`config.mk`:
```
export PLATFORM = sky130hd
export DESIGN_NAME = gray_to_binary_decoder
export DESIGN_NICKNAME = d
export VERILOG_FILES = /design/src/rtl/gray_to_binary_decoder.sv
export SDC_FILE = /design/constraint.sdc
export NUM_CORES = 1
export LEC_CHECK = 0
export BUFFER_PORTS_ARGS = -buffer_cell sky130_fd_sc_hd__buf_2
export CAP_MARGIN = 20
export CORE_AREA = 3 3 87 72
export CTS_CLUSTER_DIAMETER = 80
export DETAILED_ROUTE_END_ITERATION = 8
export DIE_AREA = 0 0 90 75
export PLACE_DENSITY = 0.54
export SETUP_SLACK_MARGIN = 0.3
export SLEW_MARGIN = 20
export SYNTH_ARGS = -nofsm -noshare
export SYNTH_HDL_FRONTEND = slang
export SYNTH_SLANG_ARGS = --single-unit
export TNS_END_PERCENT = 10
```
`constraint.sdc`:
```
create_clock -name clk -period 3.9 [get_ports clk]
set_input_delay 0 -clock clk [delete_from_list [all_inputs] [get_ports clk]]
set_output_delay 0 -clock clk [all_outputs]
set_load 0.01 [all_outputs]
```
`src/rtl/gray_to_binary_decoder.sv`:
```
// gray_to_binary_decoder
//   Bit-serial gray-to-binary decoder for gray-coded counter/pointer streams.
//   Accepts one WIDTH-bit gray word per in_valid/in_ready handshake, resolves
//   it MSB first at one bit per clock, then presents the binary word and a
//   step-error flag on an out_valid/out_ready handshake.
//
// Ports
//   clk        system clock, all logic on the rising edge
//   rst        synchronous, active-high reset
//   in_valid   gray_in holds a word to accept
//   in_ready   decoder can accept (high only while idle)
//   gray_in    gray-coded input word
//   out_valid  bin_out/step_err valid
//   out_ready  downstream accepts the result
//   bin_out    decoded binary word
//   step_err   accepted code was not a one-bit step from the previous one
module gray_to_binary_decoder #(
    parameter int unsigned WIDTH = 8
) (
    input  logic             clk,
    input  logic             rst,
    input  logic             in_valid,
    output logic             in_ready,
    input  logic [WIDTH-1:0] gray_in,
    output logic             out_valid,
    input  logic             out_ready,
    output logic [WIDTH-1:0] bin_out,
    output logic             step_err
);

    localparam int unsigned IW      = $clog2(WIDTH);
    localparam logic [IW-1:0] IDX_MAX = IW'(WIDTH - 1);

    typedef enum logic [1:0] {
        S_IDLE,
        S_CONV,
        S_DONE
    } state_t;

    state_t           state_q, state_d;
    logic [WIDTH-1:0] gray_q, gray_d;
    logic [WIDTH-1:0] prev_gray_q, prev_gray_d;
    logic             hist_v_q, hist_v_d;
    logic [IW-1:0]    idx_q, idx_d;
    logic [WIDTH-1:0] bin_work_q, bin_work_d;
    logic             step_err_pend_q, step_err_pend_d;
    logic [WIDTH-1:0] bin_out_q, bin_out_d;
    logic             step_err_q, step_err_d;
    logic             out_valid_q, out_valid_d;
    logic             in_ready_q, in_ready_d;

    // Zero above the MSB lets every bit use bin[i+1] ^ gray[i], including the top one.
    logic [WIDTH:0]   bin_ext;

    always_comb begin
        state_d         = state_q;
        gray_d          = gray_q;
        prev_gray_d     = prev_gray_q;
        hist_v_d        = hist_v_q;
        idx_d           = idx_q;
        bin_work_d      = bin_work_q;
        step_err_pend_d = step_err_pend_q;
        bin_out_d       = bin_out_q;
        step_err_d      = step_err_q;
        out_valid_d     = out_valid_q;
        in_ready_d      = in_ready_q;
        bin_ext         = {1'b0, bin_work_q};

        unique case (state_q)
            S_IDLE: begin
                if (in_valid) begin
                    gray_d          = gray_in;
                    // Distance 0 (repeat) and distance >= 2 are both errors.
                    step_err_pend_d = hist_v_q && ($countones(gray_in ^ prev_gray_q) != 1);
                    prev_gray_d     = gray_in;
                    hist_v_d        = 1'b1;
                    idx_d           = IDX_MAX;
                    in_ready_d      = 1'b0;
                    state_d         = S_CONV;
                end
            end

            S_CONV: begin
                for (int unsigned i = 0; i < WIDTH; i++) begin
                    if (idx_q == IW'(i)) begin
                        bin_work_d[i] = bin_ext[i+1] ^ gray_q[i];
                    end
                end
                if (idx_q == '0) begin
                    bin_out_d   = bin_work_d;
                    step_err_d  = step_err_pend_q;
                    out_valid_d = 1'b1;
                    state_d     = S_DONE;
                end else begin
                    idx_d = idx_q - IW'(1);
                end
            end

            S_DONE: begin
                if (out_ready) begin
                    out_valid_d = 1'b0;
                    in_ready_d  = 1'b1;
                    state_d     = S_IDLE;
                end
            end

            default: begin
                state_d     = S_IDLE;
                out_valid_d = 1'b0;
                in_ready_d  = 1'b1;
            end
        endcase
    end

    always_ff @(posedge clk) begin
        if (rst) begin
            state_q         <= S_IDLE;
            gray_q          <= '0;
            prev_gray_q     <= '0;
            hist_v_q        <= 1'b0;
            idx_q           <= IDX_MAX;
            bin_work_q      <= '0;
            step_err_pend_q <= 1'b0;
            bin_out_q       <= '0;
            step_err_q      <= 1'b0;
            out_valid_q     <= 1'b0;
            in_ready_q      <= 1'b1;
        end else begin
            state_q         <= state_d;
            gray_q          <= gray_d;
            prev_gray_q     <= prev_gray_d;
            hist_v_q        <= hist_v_d;
            idx_q           <= idx_d;
            bin_work_q      <= bin_work_d;
            step_err_pend_q <= step_err_pend_d;
            bin_out_q       <= bin_out_d;
            step_err_q      <= step_err_d;
            out_valid_q     <= out_valid_d;
            in_ready_q      <= in_ready_d;
        end
    end

    assign in_ready  = in_ready_q;
    assign out_valid = out_valid_q;
    assign bin_out   = bin_out_q;
    assign step_err  = step_err_q;

endmodule
```
==> results of run 1 <==
==> registers in the layout (all words and copies together), names as in the netlist <==
name and flops:
step_err 1, hist_v_q 1, step_err_pend_q 1, out_valid 1, bin_work_q 7, prev_gray_q 8
bin_out 8, in_ready 1, state_q 2, idx_q 3
==> cells in the mapped netlist, types with 3 or more instances <==
| library cell | instances |
|---|---|
| a21oi_1 | 28 |
| a311oi_1 | 3 |
| buf_2 | 4 |
| clkbuf_1 | 3 |
| dfxtp_1 | 33 |
| fa_1 | 4 |
| ha_1 | 8 |
| inv_1 | 10 |
| nand2_1 | 47 |
| nor2_1 | 8 |
| nor2b_1 | 3 |
| nor3_1 | 4 |
| xnor2_1 | 9 |
| xor2_1 | 7 |
==> final cells by class <==
type                    count  area share
multi-input cells         141      0.4518
flip-flops and latches     33      0.3346
inverters                  10     0.01901
well taps                  78     0.04943
clock buffers               7     0.04373
repair buffers             31      0.1014
==> where the power goes <==
| part | internal, mW | switching (mW) | total [mW] |
|---|---|---|---|
| combinational | 0.0715 | 0.0891 | 0.161 |
| clock | 0.140 | 0.117 | 0.257 |
| sequential | 0.348 | 0.0101 | 0.358 |
| total | 0.560 | 0.216 | 0.776 |
==> worst paths after layout <==
kind | to | cells after the start | slack (ps) | startpoint
setup / recovery | step_err_pend_q | 14 | 580 | gray_in[0]
hold / removal | hist_v_q | 2 | 200 | rst
setup reg to reg | step_err_pend_q | 12 | 590 | prev_gray_q[0]
hold reg to reg | bin_out[2] | 2 | 450 | bin_out[2]
==> logic make-up after synthesis <==
| logic type | Yosys count |
|---|---|
| AND/OR/NAND/NOR | 72 |
| AO/OA/AOI/OAI | 38 |
| flip-flops | 33 |
| buffers and inverters | 18 |
| XOR/XNOR | 16 |
| adder cells (fa/ha/maj) | 12 |
| multiplexers | 3 |
==> layer usage <==
metal  share of wire  vias to the layer above
met5               0                        -
met4           0.014                        0
met3           0.043                        8
met2            0.44                       19
met1            0.50                      622
li1                -                      686
==> through the flow <==
stage                     hold slack [ps]  cells  power (mW)  cell area, sq um
after global placement              264.3    284      0.5185              1798
after global routing                239.7    300      0.8251              1974
after detailed placement            268.3    284      0.5200              1798
after CTS                           208.3    300      0.7874              1974
final                               205.0    300      0.7758              1974
after floorplan                     136.0    192      0.4833              1629
==> repair_timing <==
item | in CTS | in global routing
hold buffers | 9 | 0
resized for setup | 0 | 0
hold endpoints to repair | 9 | 0
==> flow_metrics.tcl, run 1 <==
set metrics [dict create \
    final_cell_mix "nand2_1, dfxtp_1, a21oi_1" \
    multiInputGateArea_sq_um 892.1 \
    cap_viol_max_count 0 \
    drt_first_pass_iters 4 \
    syn_avg_cell_area_sq_um 8.485 \
    drt_iter0_markers 54 \
    drcViolationCount 0 \
    std_cell_rows 24 \
    hp-class "in -> reg" \
    vdd_drop_max_v 0.0002641 \
    area_growth_pct 21.20 \
    finalSetupViolCount 0 \
    crit_type "in -> reg" \
    synth_top_family_by_area "simple AND/OR/NAND/NOR gates" \
    n_antenna_cell 0 \
    critical_path_arrival_ps 3460 \
    ys.flop_type "dfxtp_1" \
    seqCellArea_sq_um 660.6 \
    vias_per_cell 4.450 \
    slew_viol_final 0 \
    fmax_mhz 301.0 \
    synth.net_count 216 \
    cts_tree "built" \
    cp-end-kind "register" \
    ant_nets 0 \
    grt_max_degree 32 \
    rsz0062_at_grt "false" \
    synth_adder_area_share 0.1106 \
    cts_setup_buffers 0 \
    synth_compound_area_frac 0.1306 \
    nFillCells 606 \
    status "finished, final reports clean" \
    cts_buffers 5 \
    fin_tns_setup_ps 0 \
    crit_top_cell "fa_1" \
    leakage_nw 0.8132 \
    synth_xor_area_frac 0.08602 \
    synth_edf_count 0 \
    worst_path_largest_cell_delay_ps 550 \
    globalRouteMet3Util 0.03297 \
    totalWireLength_microns 3469 \
    cts-root-buf "clkbuf_8" \
    grt_util_met1 0.1492 \
    worst-path-max-fanout 2 \
    grt_pass1_wl_microns 5858 \
    post-route-period-util 0.8517 \
    ios 23 \
    cp.required_ps 4040 \
    finalHoldViolations 0 \
    clock_latency_ps 280 \
    syn_inst 192 \
    met2_usage 0.1697 \
    grtUsageTotal 0.1111 \
    synth_seq_cells 33 \
    synthMuxAreaShare 0.02074 \
    core_sq_mm 0.005465 \
    ys_top_cells_by_area "dfxtp_1, nand2_1, a21oi_1" \
    synth.top_cell.area_share 0.4055 \
    dp_slack_ps 582.4 \
    max-clock-path-buffers 2 \
    cts-htree-levels 2 \
    relSlewSlack 0.5314 \
    grt-busiest-layer "met2" \
    path_cells "dlygate4sd3_1 > buf_2 > xor2_1 > fa_1 > inv_1 > fa_1 > fa_1 > inv_1 > ha_1 > inv_1 > fa_1 > nand3_1 > o211ai_1 > a21oi_1" \
    path_clk_slew_ps 60 \
    yosysWarnings 0 \
    ys_seq_area_frac 0.4055 \
    wl_per_cell_microns 11.56 \
    synth_top_area_cell "dfxtp_1" \
    layout-drive-gt1-share 0.1486 \
    dr_total_vias 1335 \
    dieHeight_microns 75 \
    fin_nets 246 \
    final_common_cell "nand2_1" \
    port_buffers 22 \
    place.gp.congestion 0.7159 \
    cp_top_family "adder cells" \
    synth-simple-area-share 0.1997 \
    synth_cell_types 30 \
    power_density_mw_per_mm2 393.0 \
    grt_overflow_total 0 \
    floorplan.initialDensity 0.2981 \
    setup_slack_ps 578.2 \
    tightestPinTransition_ps 699.8 \
    hpwl_microns 2524 \
    fin_skew_ps 3.987 \
    first_global_vias 1224 \
    synthArstFlopShare 0 \
    post-route-util 0.3613 \
    dieArea_sq_mm 0.006750 \
    synth.cell_area_sq_mm 0.001629 \
    die_w_microns 90 \
    antenna_found_initial 0 \
    finalCriticalPeriod_ps 3322 \
    critPathBufInv 5 \
    numClockSinks 33 \
    worst_path_max_delay_cell "fa_1" \
    start_kind "primary input" \
]
(Power assumes the default switching activity.)
==> run 2, diff against run 1 <==
--- a/config.mk
+++ b/config.mk
@@ -13,2 +13,3 @@
 export DIE_AREA = 0 0 90 75
+export HOLD_SLACK_MARGIN = 0.02
 export PLACE_DENSITY = 0.54
==> constraint.sdc (replaced) <==
create_clock -name clk -period 3.9 [get_ports clk]
set_input_delay 0.585 -clock clk [delete_from_list [all_inputs] [get_ports clk]]
set_output_delay 0.585 -clock clk [all_outputs]
set_load 0.01 [all_outputs]
==> run 2 against run 1 <==
Against the previous run: worst setup slack got worse by 8.4 ps; clock skew increased by 0.82 ps; first-iteration DRC count increased by 13%; count of clock-buffer cells in the layout increased by 1; sequential share of layout area increased by 1.7 points; power decreased by 2.4%; via count decreased by 2.8%; non-clock buffer count decreased by 9; utilization decreased by 1.8 points; combinational power decreased by 6%; cell area decreased by 4.9%.
==> flow_metrics.tcl, run 2 (synthesis gave the netlist of run 1 again) <==
set metrics [dict create \
    ios 23 \
    vias_per_cell 4.442 \
    met1Wirelength_microns 1712 \
    rsz0062_at_grt "false" \
    fmax_mhz 300.3 \
    final_cell_mix "nand2_1, dfxtp_1, a21oi_1" \
    cap_viol_max_count 0 \
    leakage_nw 0.7708 \
    finalHoldViolations 0 \
    finalCriticalPeriod_ps 3330 \
    post-route-period-util 0.8539 \
    cts_resized 0 \
    cts-root-buf "clkbuf_8" \
    port_buffers 22 \
    max-clock-path-buffers 2 \
    holdBufCountCts 0 \
    ant_nets 0 \
    drt_first_pass_iters 4 \
    fin_area_sq_mm 0.001878 \
    fin_nets 237 \
    grt_pass1_wl_microns 5789 \
    layout-drive-gt1-share 0.1495 \
    hpwl_microns 2503 \
    cp-end-kind "register" \
    fin_skew_ps 4.811 \
    core_sq_mm 0.005465 \
    cts_tree "built" \
    grt_overflow_total 0 \
    area_growth_pct 15.28 \
    status "finished, final reports clean" \
    totalWireLength_microns 3388 \
    vdd_drop_max_v 0.0001742 \
    finalSetupViolCount 0 \
    place.gp.congestion 0.7276 \
    grtUsageTotal 0.1105 \
    dp_slack_ps 237.4 \
    cp.required_ps 4050 \
    dieHeight_microns 75 \
    drcViolationCount 0 \
    antenna_found_initial 0 \
    setup_slack_ps 569.9 \
    hold_path_depth 2 \
    route.met2.wl_microns 1483 \
    reg2regPathDepth 12 \
    path_clk_slew_ps 70 \
    crit_type "in -> reg" \
    dieArea_sq_mm 0.006750 \
    fin_tns_setup_ps 0 \
    std_cell_rows 24 \
    wl_per_cell_microns 11.60 \
    clock_latency_ps 290 \
    cts_buffers 5 \
    post-route-util 0.3436 \
    hp-class "reg -> reg" \
    start_kind "primary input" \
    hold-worst-slack_ps 452.4 \
    dr_total_vias 1297 \
    highest_layer "met4" \
    power_density_mw_per_mm2 403.2 \
    cts-htree-levels 2 \
    critical_path_arrival_ps 3480 \
    worst-path-max-fanout 2 \
    final_common_cell "nand2_1" \
    r2r_slack_ps 600 \
    cts_setup_buffers 0 \
    tightestPinTransition_ps 667.8 \
    grt_max_degree 32 \
    relSlewSlack 0.5528 \
    slew_viol_final 0 \
    detailroute.wirelength.met3_microns 167 \
    die_w_microns 90 \
    floorplan.initialDensity 0.2981 \
    n_antenna_cell 0 \
    numClockSinks 33 \
    drt_iter0_markers 61 \
    placed_area_sq_mm 0.001798 \
    first_global_vias 1274 \
]
-- run 2: worst max-delay path, cell delays in order --
cell	delay [ps]
buf_2	110
xor2_1	150
fa_1	550
inv_1	60
fa_1	500
fa_1	470
inv_1	70
ha_1	160
inv_1	60
fa_1	470
nand3_1	60
o211ai_1	150
a21oi_1	80
-- run 2: report_power, final --
part           total [mW]  leakage, nW  switching [mW]  internal (mW)
Clock               0.248       0.0395           0.121          0.127
Combinational       0.151        0.463          0.0855         0.0656
Sequential          0.358        0.268          0.0102          0.348
Total               0.757        0.771           0.217          0.541
-- run 2: cell type report --
type / instances / area, sq um
clock buffer: 8 / 80.08
multi-input combinational: 141 / 892.1
inverter: 10 / 37.54
tap: 78 / 97.59
sequential: 33 / 660.6
fill: 608 / 3587
timing repair buffer: 22 / 110.1
-- run 2: per-stage QoR --
stage / power, mW / cells
4_1_cts: 0.7697 / 292
5_1_grt: 0.8134 / 292
2_1_floorplan: 0.4833 / 192
3_3_place_gp: 0.5183 / 284
3_5_place_dp: 0.5205 / 284
6_report: 0.7571 / 292
-- run 2: path summary, 6_finish.rpt --
check / from / end
min reg2reg: bin_out[2] / bin_out[2]
max reg2reg: prev_gray_q[0] / step_err_pend_q
max: gray_in[0] / step_err_pend_q
min: bin_out[2] / bin_out[2]
-- run 2: layer usage --
metal / up-vias / track usage
li1: 666 / -
met1: 607 / 0.1422
met2: 20 / 0.1722
met3: 4 / 0.04995
met4: 0 / 0.02547
met5: - / 0
